<file path="config.mk">
export PLATFORM = sky130hd
export DESIGN_NAME = fb_arbiter_flat
export DESIGN_NICKNAME = d
export VERILOG_FILES = /design/src/rtl/fb_arbiter_if.sv /design/src/rtl/fb_arbiter.sv /design/src/flat_wrapper.sv
export SDC_FILE = /design/constraint.sdc
export NUM_CORES = 1
export LEC_CHECK = 0
export BUFFER_PORTS_ARGS = -buffer_cell sky130_fd_sc_hd__buf_4
export CORE_AREA = 2 2 120 122
export CTS_CLUSTER_DIAMETER = 150
export DETAILED_ROUTE_END_ITERATION = 16
export DIE_AREA = 0 0 122 124
export PLACE_DENSITY = 0.82
export SYNTH_ARGS = -nofsm -noshare
export SYNTH_HDL_FRONTEND = slang
export SYNTH_SLANG_ARGS = --single-unit
</file>
<file path="constraint.sdc">
create_clock -name clk -period 1.8 [get_ports clk]
set_clock_uncertainty 0.1 [all_clocks]
set_input_delay 0.18 -clock clk [delete_from_list [all_inputs] [get_ports clk]]
set_output_delay 0.18 -clock clk [all_outputs]
set_load 0.005 [all_outputs]
</file>
<file path="src/rtl/fb_arbiter_if.sv">
// rtl/fb_arbiter_if.sv - framebuffer arbiter bus: CPU port, scan-out port, memory port
//
// Groups the three handshake/bus bundles seen by fb_arbiter.
//   master : the environment (CPU load/store path, scan-out fetcher, ram64k)
//   slave  : the arbiter itself
// CPU    : cpu_req/cpu_wen/cpu_addr/cpu_wdata/cpu_wstrb in, cpu_gnt/cpu_rdata/cpu_rvalid out
// Scan   : scan_req/scan_urgent/scan_addr in, scan_gnt/scan_rdata/scan_rvalid out
// Memory : mem_wen/mem_addr/mem_wdata/mem_wstrb out, mem_rdata in (combinational from mem_addr)

interface fb_arbiter_if;
  // CPU load/store path
  logic        cpu_req;
  logic        cpu_wen;
  logic [31:0] cpu_addr;
  logic [31:0] cpu_wdata;
  logic [3:0]  cpu_wstrb;
  logic        cpu_gnt;
  logic [31:0] cpu_rdata;
  logic        cpu_rvalid;

  // Display scan-out fetcher (read only)
  logic        scan_req;
  logic        scan_urgent;
  logic [31:0] scan_addr;
  logic        scan_gnt;
  logic [31:0] scan_rdata;
  logic        scan_rvalid;

  // Single-port framebuffer memory
  logic        mem_wen;
  logic [31:0] mem_addr;
  logic [31:0] mem_wdata;
  logic [3:0]  mem_wstrb;
  logic [31:0] mem_rdata;

  modport master (
    output cpu_req, cpu_wen, cpu_addr, cpu_wdata, cpu_wstrb,
    input  cpu_gnt, cpu_rdata, cpu_rvalid,
    output scan_req, scan_urgent, scan_addr,
    input  scan_gnt, scan_rdata, scan_rvalid,
    input  mem_wen, mem_addr, mem_wdata, mem_wstrb,
    output mem_rdata
  );

  modport slave (
    input  cpu_req, cpu_wen, cpu_addr, cpu_wdata, cpu_wstrb,
    output cpu_gnt, cpu_rdata, cpu_rvalid,
    input  scan_req, scan_urgent, scan_addr,
    output scan_gnt, scan_rdata, scan_rvalid,
    output mem_wen, mem_addr, mem_wdata, mem_wstrb,
    input  mem_rdata
  );
endinterface

</file>
<file path="src/rtl/fb_arbiter.sv">
// rtl/fb_arbiter.sv - two-port arbiter sharing the VGA framebuffer between CPU and scan-out
//
// Ports:
//   clk             : single clock, all state on the rising edge
//   reset           : asynchronous active-low reset, synchronous release
//   bus             : fb_arbiter_if.slave (CPU, scan-out and memory bundles)
//   stat_cpu_stall  : cycles with cpu_req && !cpu_gnt (saturating, 16 bit)
//   stat_scan_stall : cycles with scan_req && !scan_gnt (saturating, 16 bit)
// Parameter:
//   MAX_WAIT        : CPU stall cycles before the CPU gains absolute priority (1..15)
// Optional feature macro:
//   FB_ARB_STATS_EN : builds the stall counters; otherwise both stat outputs read 0

module fb_arbiter #(
  parameter int unsigned MAX_WAIT = 4
) (
  input  logic         clk,
  input  logic         reset,
  fb_arbiter_if.slave  bus,
  output logic [15:0]  stat_cpu_stall,
  output logic [15:0]  stat_scan_stall
);

  typedef enum logic {
    WIN_CPU  = 1'b0,
    WIN_SCAN = 1'b1
  } win_e;

  localparam logic [3:0] MaxWait = 4'(MAX_WAIT);

  // Registered state
  win_e        last_win_q, last_win_d;
  logic [3:0]  cpu_wait_q, cpu_wait_d;
  logic [31:0] cpu_rdata_q, cpu_rdata_d;
  logic        cpu_rvalid_q, cpu_rvalid_d;
  logic [31:0] scan_rdata_q, scan_rdata_d;
  logic        scan_rvalid_q, scan_rvalid_d;

  // Combinational grant decision
  logic cpu_win;
  logic scan_win;
  logic cpu_escalated;

  assign cpu_escalated = bus.cpu_req && (cpu_wait_q >= MaxWait);

  // Grant priority: escalated CPU, urgent scan, round-robin tie, single requester.
  // Reset gates the grants so nothing reaches memory while reset is asserted.
  always_comb begin
    cpu_win  = 1'b0;
    scan_win = 1'b0;
    if (!reset) begin
      cpu_win  = 1'b0;
      scan_win = 1'b0;
    end else if (cpu_escalated) begin
      cpu_win = 1'b1;
    end else if (bus.scan_req && bus.scan_urgent) begin
      scan_win = 1'b1;
    end else if (bus.cpu_req && bus.scan_req) begin
      if (last_win_q == WIN_SCAN) begin
        cpu_win = 1'b1;
      end else begin
        scan_win = 1'b1;
      end
    end else if (bus.cpu_req) begin
      cpu_win = 1'b1;
    end else if (bus.scan_req) begin
      scan_win = 1'b1;
    end
  end

  // Memory port mux; scan-out is read only so it never drives write enables
  always_comb begin
    bus.mem_wen   = 1'b0;
    bus.mem_addr  = 32'h0;
    bus.mem_wdata = 32'h0;
    bus.mem_wstrb = 4'h0;
    if (cpu_win) begin
      bus.mem_wen   = bus.cpu_wen;
      bus.mem_addr  = bus.cpu_addr;
      bus.mem_wdata = bus.cpu_wdata;
      bus.mem_wstrb = bus.cpu_wstrb;
    end else if (scan_win) begin
      bus.mem_addr  = bus.scan_addr;
    end
  end

  // Next-state logic
  always_comb begin
    last_win_d    = last_win_q;
    cpu_wait_d    = 4'h0;
    cpu_rvalid_d  = 1'b0;
    scan_rvalid_d = 1'b0;
    cpu_rdata_d   = cpu_rdata_q;
    scan_rdata_d  = scan_rdata_q;

    if (cpu_win) begin
      last_win_d = WIN_CPU;
    end else if (scan_win) begin
      last_win_d = WIN_SCAN;
    end

    // Stall counter saturates at 15 so it can never wrap below MAX_WAIT
    if (bus.cpu_req && !cpu_win) begin
      cpu_wait_d = (cpu_wait_q == 4'hF) ? 4'hF : cpu_wait_q + 4'h1;
    end

    if (cpu_win && !bus.cpu_wen) begin
      cpu_rvalid_d = 1'b1;
      cpu_rdata_d  = bus.mem_rdata;
    end

    if (scan_win) begin
      scan_rvalid_d = 1'b1;
      scan_rdata_d  = bus.mem_rdata;
    end
  end

  always_ff @(posedge clk or negedge reset) begin
    if (!reset) begin
      last_win_q    <= WIN_SCAN;
      cpu_wait_q    <= 4'h0;
      cpu_rdata_q   <= 32'h0;
      cpu_rvalid_q  <= 1'b0;
      scan_rdata_q  <= 32'h0;
      scan_rvalid_q <= 1'b0;
    end else begin
      last_win_q    <= last_win_d;
      cpu_wait_q    <= cpu_wait_d;
      cpu_rdata_q   <= cpu_rdata_d;
      cpu_rvalid_q  <= cpu_rvalid_d;
      scan_rdata_q  <= scan_rdata_d;
      scan_rvalid_q <= scan_rvalid_d;
    end
  end

  assign bus.cpu_gnt     = cpu_win;
  assign bus.scan_gnt    = scan_win;
  assign bus.cpu_rdata   = cpu_rdata_q;
  assign bus.cpu_rvalid  = cpu_rvalid_q;
  assign bus.scan_rdata  = scan_rdata_q;
  assign bus.scan_rvalid = scan_rvalid_q;

`ifdef FB_ARB_STATS_EN
  logic [15:0] stat_cpu_q, stat_cpu_d;
  logic [15:0] stat_scan_q, stat_scan_d;

  always_comb begin
    stat_cpu_d  = stat_cpu_q;
    stat_scan_d = stat_scan_q;
    if (bus.cpu_req && !cpu_win && (stat_cpu_q != 16'hFFFF)) begin
      stat_cpu_d = stat_cpu_q + 16'h1;
    end
    if (bus.scan_req && !scan_win && (stat_scan_q != 16'hFFFF)) begin
      stat_scan_d = stat_scan_q + 16'h1;
    end
  end

  always_ff @(posedge clk or negedge reset) begin
    if (!reset) begin
      stat_cpu_q  <= 16'h0;
      stat_scan_q <= 16'h0;
    end else begin
      stat_cpu_q  <= stat_cpu_d;
      stat_scan_q <= stat_scan_d;
    end
  end

  assign stat_cpu_stall  = stat_cpu_q;
  assign stat_scan_stall = stat_scan_q;
`else
  assign stat_cpu_stall  = 16'h0;
  assign stat_scan_stall = 16'h0;
`endif

endmodule

</file>
<file path="src/flat_wrapper.sv">
// flat-port wrapper written by rule: the top's interface ports become plain ports
module fb_arbiter_flat 
#(
  parameter int unsigned MAX_WAIT = 4
)
  (clk, reset, stat_cpu_stall, stat_scan_stall, bus_cpu_req, bus_cpu_wen, bus_cpu_addr, bus_cpu_wdata, bus_cpu_wstrb, bus_cpu_gnt, bus_cpu_rdata, bus_cpu_rvalid, bus_scan_req, bus_scan_urgent, bus_scan_addr, bus_scan_gnt, bus_scan_rdata, bus_scan_rvalid, bus_mem_wen, bus_mem_addr, bus_mem_wdata, bus_mem_wstrb, bus_mem_rdata);
  fb_arbiter_if bus_i ();
  input  logic clk;
  input  logic reset;
  output logic [15:0] stat_cpu_stall;
  output logic [15:0] stat_scan_stall;
  input wire logic [$bits(bus_i.cpu_req)-1:0] bus_cpu_req;
  input wire logic [$bits(bus_i.cpu_wen)-1:0] bus_cpu_wen;
  input wire logic [$bits(bus_i.cpu_addr)-1:0] bus_cpu_addr;
  input wire logic [$bits(bus_i.cpu_wdata)-1:0] bus_cpu_wdata;
  input wire logic [$bits(bus_i.cpu_wstrb)-1:0] bus_cpu_wstrb;
  output wire logic [$bits(bus_i.cpu_gnt)-1:0] bus_cpu_gnt;
  output wire logic [$bits(bus_i.cpu_rdata)-1:0] bus_cpu_rdata;
  output wire logic [$bits(bus_i.cpu_rvalid)-1:0] bus_cpu_rvalid;
  input wire logic [$bits(bus_i.scan_req)-1:0] bus_scan_req;
  input wire logic [$bits(bus_i.scan_urgent)-1:0] bus_scan_urgent;
  input wire logic [$bits(bus_i.scan_addr)-1:0] bus_scan_addr;
  output wire logic [$bits(bus_i.scan_gnt)-1:0] bus_scan_gnt;
  output wire logic [$bits(bus_i.scan_rdata)-1:0] bus_scan_rdata;
  output wire logic [$bits(bus_i.scan_rvalid)-1:0] bus_scan_rvalid;
  output wire logic [$bits(bus_i.mem_wen)-1:0] bus_mem_wen;
  output wire logic [$bits(bus_i.mem_addr)-1:0] bus_mem_addr;
  output wire logic [$bits(bus_i.mem_wdata)-1:0] bus_mem_wdata;
  output wire logic [$bits(bus_i.mem_wstrb)-1:0] bus_mem_wstrb;
  input wire logic [$bits(bus_i.mem_rdata)-1:0] bus_mem_rdata;
  assign bus_i.cpu_req = bus_cpu_req;
  assign bus_i.cpu_wen = bus_cpu_wen;
  assign bus_i.cpu_addr = bus_cpu_addr;
  assign bus_i.cpu_wdata = bus_cpu_wdata;
  assign bus_i.cpu_wstrb = bus_cpu_wstrb;
  assign bus_cpu_gnt = bus_i.cpu_gnt;
  assign bus_cpu_rdata = bus_i.cpu_rdata;
  assign bus_cpu_rvalid = bus_i.cpu_rvalid;
  assign bus_i.scan_req = bus_scan_req;
  assign bus_i.scan_urgent = bus_scan_urgent;
  assign bus_i.scan_addr = bus_scan_addr;
  assign bus_scan_gnt = bus_i.scan_gnt;
  assign bus_scan_rdata = bus_i.scan_rdata;
  assign bus_scan_rvalid = bus_i.scan_rvalid;
  assign bus_mem_wen = bus_i.mem_wen;
  assign bus_mem_addr = bus_i.mem_addr;
  assign bus_mem_wdata = bus_i.mem_wdata;
  assign bus_mem_wstrb = bus_i.mem_wstrb;
  assign bus_i.mem_rdata = bus_mem_rdata;
  fb_arbiter #(.MAX_WAIT(MAX_WAIT)) u_core (.clk(clk), .reset(reset), .bus(bus_i), .stat_cpu_stall(stat_cpu_stall), .stat_scan_stall(stat_scan_stall));
endmodule
</file>
==> flow_metrics.tcl <==
set metrics [dict create \
    holdWs_ns -0.198 \
    wl_met1_mm 8.04 \
    nets 998 \
    start_util_pct 37.2 \
    status "complete, but fails checks" \
    vias 5817 \
    rows 43 \
    wl_met2_mm 10.7 \
    ant_nets 0 \
    clk_pin_slew_worst_paths_ns 0.06 \
    clk_latency_ns 0.33 \
    timing.final.ws_setup_ns -0.215 \
    critPathRequiredTime_ns 1.52 \
    io_buffers 274 \
    fin_crit_ns 2.02 \
    synth_seq_area_share_pct 34.8 \
    wirelength_mm 20.7 \
    setup_violations 102 \
    leakage_nw 3.97 \
    utilization_pct 62.8 \
    synth_area_um2 5100 \
    grt_start_max_net_pins 94 \
    antenna_found_initial 0 \
    dieArea_um2 15100 \
    critPathMaxFanout 19 \
    die_w_um 122 \
    failed_checks "hold timing, setup timing" \
    timing.max_cap.violations 0 \
    drv_slew 0 \
    diodes 0 \
    pre_cts_ws_ns 0.00421 \
    avgRoutedWirePerCell_um 19.9 \
    cts_tree "built" \
    worstPathArrival_ns 1.74 \
    fmax_ghz 0.496 \
    gr-total-overflow 0 \
    cts_buffers 9 \
    clock_path_buffers 2 \
    syn_area_per_cell_um2 9.14 \
    ctsHtreeMaxLevel 3 \
    gp_congestion 0.803 \
    peakVddDrop_mv 0.831 \
    hold_class "in2async" \
    ys_warn_count 0 \
    final.period_utilization_pct 112 \
    cts.sinks 71 \
    area_growth_pct 68.8 \
    ys_types 31 \
    firstDrtPassIters 5 \
    die-height_um 124 \
    io_pins 307 \
    cp-end-kind "primary output" \
    top_layer_used "met4" \
    hold_viol_final 63 \
    rsz0062_at_grt "true" \
    pwr_density_cell_nw_per_um2 779 \
    syn_inst 558 \
    grt_pass1_wl_mm 28.1 \
    drive_gt1_share_pct 49.8 \
    cts_root_buffer "clkbuf_16" \
    routed_via_density 5.57 \
    grt_pass1_vias 5203 \
    dp_hpwl_mm 11.9 \
    fill_cells 1080 \
    startpoint_type "register" \
    first_iter_violations 392 \
    drc 0 \
    yosys_register_bits 71 \
    wl_met3_mm 1.79 \
    track_usage_pct 23.6 \
    core_um2 13700 \
    path_class "reg2out" \
]
cells in the mapped netlist:
| cell type | count | area share, % |
|---|---|---|
| a32oi_1 | 32 | 5.5 |
| ha_1 | 1 | 0.25 |
| mux2_2 | 32 | 7.1 |
| clkbuf_1 | 44 | 3.2 |
| and2_1 | 39 | 4.8 |
| dfrtp_1 | 70 | 34 |
| a221oi_1 | 2 | 0.34 |
| nand3_1 | 35 | 3.4 |
| a21bo_2 | 32 | 6.3 |
| nor2_1 | 2 | 0.15 |
| nor2_2 | 1 | 0.12 |
| inv_1 | 2 | 0.15 |
| a31oi_1 | 2 | 0.25 |
| buf_6 | 4 | 0.88 |
| a311oi_4 | 1 | 0.52 |
| dfstp_2 | 1 | 0.52 |
| a2111oi_0 | 1 | 0.17 |
| a21oi_1 | 1 | 0.098 |
| nor2b_1 | 34 | 4.2 |
| conb_1 | 1 | 0.073 |
| buf_4 | 32 | 4.7 |
| nor3b_1 | 1 | 0.15 |
| or2_2 | 1 | 0.12 |
| nand2_1 | 36 | 2.6 |
| nand4_1 | 32 | 3.9 |
| buf_1 | 10 | 0.74 |
| buf_2 | 9 | 0.88 |
| o211ai_1 | 96 | 14 |
| nand2b_1 | 1 | 0.12 |
| o21ai_0 | 2 | 0.20 |
| nor3_1 | 1 | 0.098 |
cell families (layout without fill, tap and decap cells):
family | after synthesis | in the layout | share of synthesized area [%]
AOI/OAI and AO/OA | 169 | 169 | 27.5
and+or+nand+nor | 183 | 183 | 19.7
other | 1 | 32 | 0.0735
adders and majority gates | 1 | 1 | 0.245
muxes | 32 | 32 | 7.06
DFF | 71 | 71 | 34.8
buffers and inverters | 101 | 376 | 10.6
registers in the layout (all words and copies together) (netlist names):
register and flops:
u_core.bus.cpu_rvalid 1, u_core.last_win_q 1, u_core.cpu_wait_q 4, u_core.bus.scan_rdata 32, u_core.bus.cpu_rdata 32, u_core.bus.scan_rvalid 1
worst paths after layout:
kind                       depth (start not counted)                                   end                            startpoint  slack (ns)
min                                                2  u_core.bus.cpu_rdata[23]$_DFFE_PN0P_                                 reset       -0.20
max in group asynchronous                          4  u_core.bus.cpu_rdata[25]$_DFFE_PN0P_                                 reset        0.96
max                                                6                     bus_mem_wdata[29]         u_core.last_win_q$_DFFE_PN1P_       -0.22
max reg2reg                                        6  u_core.bus.cpu_rdata[27]$_DFFE_PN0P_         u_core.last_win_q$_DFFE_PN1P_       -0.15
min reg2reg                                        1  u_core.bus.cpu_rdata[25]$_DFFE_PN0P_  u_core.bus.cpu_rdata[25]$_DFFE_PN0P_        0.41
min in group clk                                   2  u_core.bus.cpu_rdata[30]$_DFFE_PN0P_                     bus_mem_rdata[30]           0
final cells by class:
| type | instances | area (µm²) | share of cell area, % |
|---|---|---|---|
| Timing Repair Buffer | 358 | 3180 | 36.9 |
| Multi-Input combinational cell | 417 | 3070 | 35.7 |
| Sequential cell | 71 | 1780 | 20.6 |
| Clock buffer | 11 | 243 | 2.82 |
| Tap cell | 180 | 225 | 2.62 |
| Clock inverter | 5 | 104 | 1.21 |
| Inverter | 2 | 7.51 | 0.0872 |
power by group:
| group | internal (mW) | switching (mW) |
|---|---|---|
| logic | 1.47 | 0.949 |
| clock network | 1.39 | 0.694 |
| registers | 1.94 | 0.264 |
placed cells by master (no fill, tap or decap), types with 3 or more instances in the layout:
cell type | netlist | layout
a21bo_2 | 32 | 32
a32oi_1 | 32 | 32
and2_1 | 39 | 25
and2_4 | 0 | 12
buf_12 | 0 | 17
buf_4 | 32 | 288
buf_6 | 4 | 13
bufinv_16 | 0 | 3
clkbuf_16 | 0 | 14
conb_1 | 1 | 32
dfrtp_1 | 70 | 70
dlygate4sd3_1 | 0 | 31
mux2_2 | 32 | 9
mux2_4 | 0 | 23
nand2_1 | 36 | 36
nand3_1 | 35 | 35
nand4_1 | 32 | 32
nor2b_1 | 34 | 32
o211ai_1 | 96 | 96
through the flow:
| stage | cell area [µm²] | setup TNS, ns | instances | hold WS [ns] | power [mW] |
|---|---|---|---|---|---|
| floorplan | 5220 | 0 | 589 | -0.216 | 3.08 |
| global placement | 7370 | 0 | 969 | 0.0264 | 4.21 |
| detailed placement | 7370 | 0 | 969 | 0.0286 | 4.27 |
| CTS | 8250 | -11.13 | 1026 | -0.186 | 6.49 |
| global route | 8610 | -19.91 | 1044 | -0.159 | 6.99 |
| finish | 8610 | -14.79 | 1044 | -0.198 | 6.71 |
timing repair:
action | 4_1_cts | 5_1_grt
pin swaps | 7 | 9
setup buffers | 10 | 8
resized for setup | 17 | 43
gates cloned | 4 | 7
hold buffers | 27 | 4
setup endpoints to repair | 73 | 103
endpoints found under the hold margin | 96 | 66
critical path, stage by stage, from the launching register on:
cell	delay (ns)
dfstp_2	0.57
nand2b_4	0.08
a31oi_4	0.20
buf_12	0.16
buf_16	0.14
and2_1	0.14
buf_4	0.11
metal layers:
layer / GRT usage [%] / vias to the layer above
li1: - / 2639
met1: 29.4 / 2836
met2: 41.1 / 322
met3: 6.36 / 20
met4: 5.03 / 0
met5: 0 / -
Note: power is estimated with default switching activity, not from simulation.
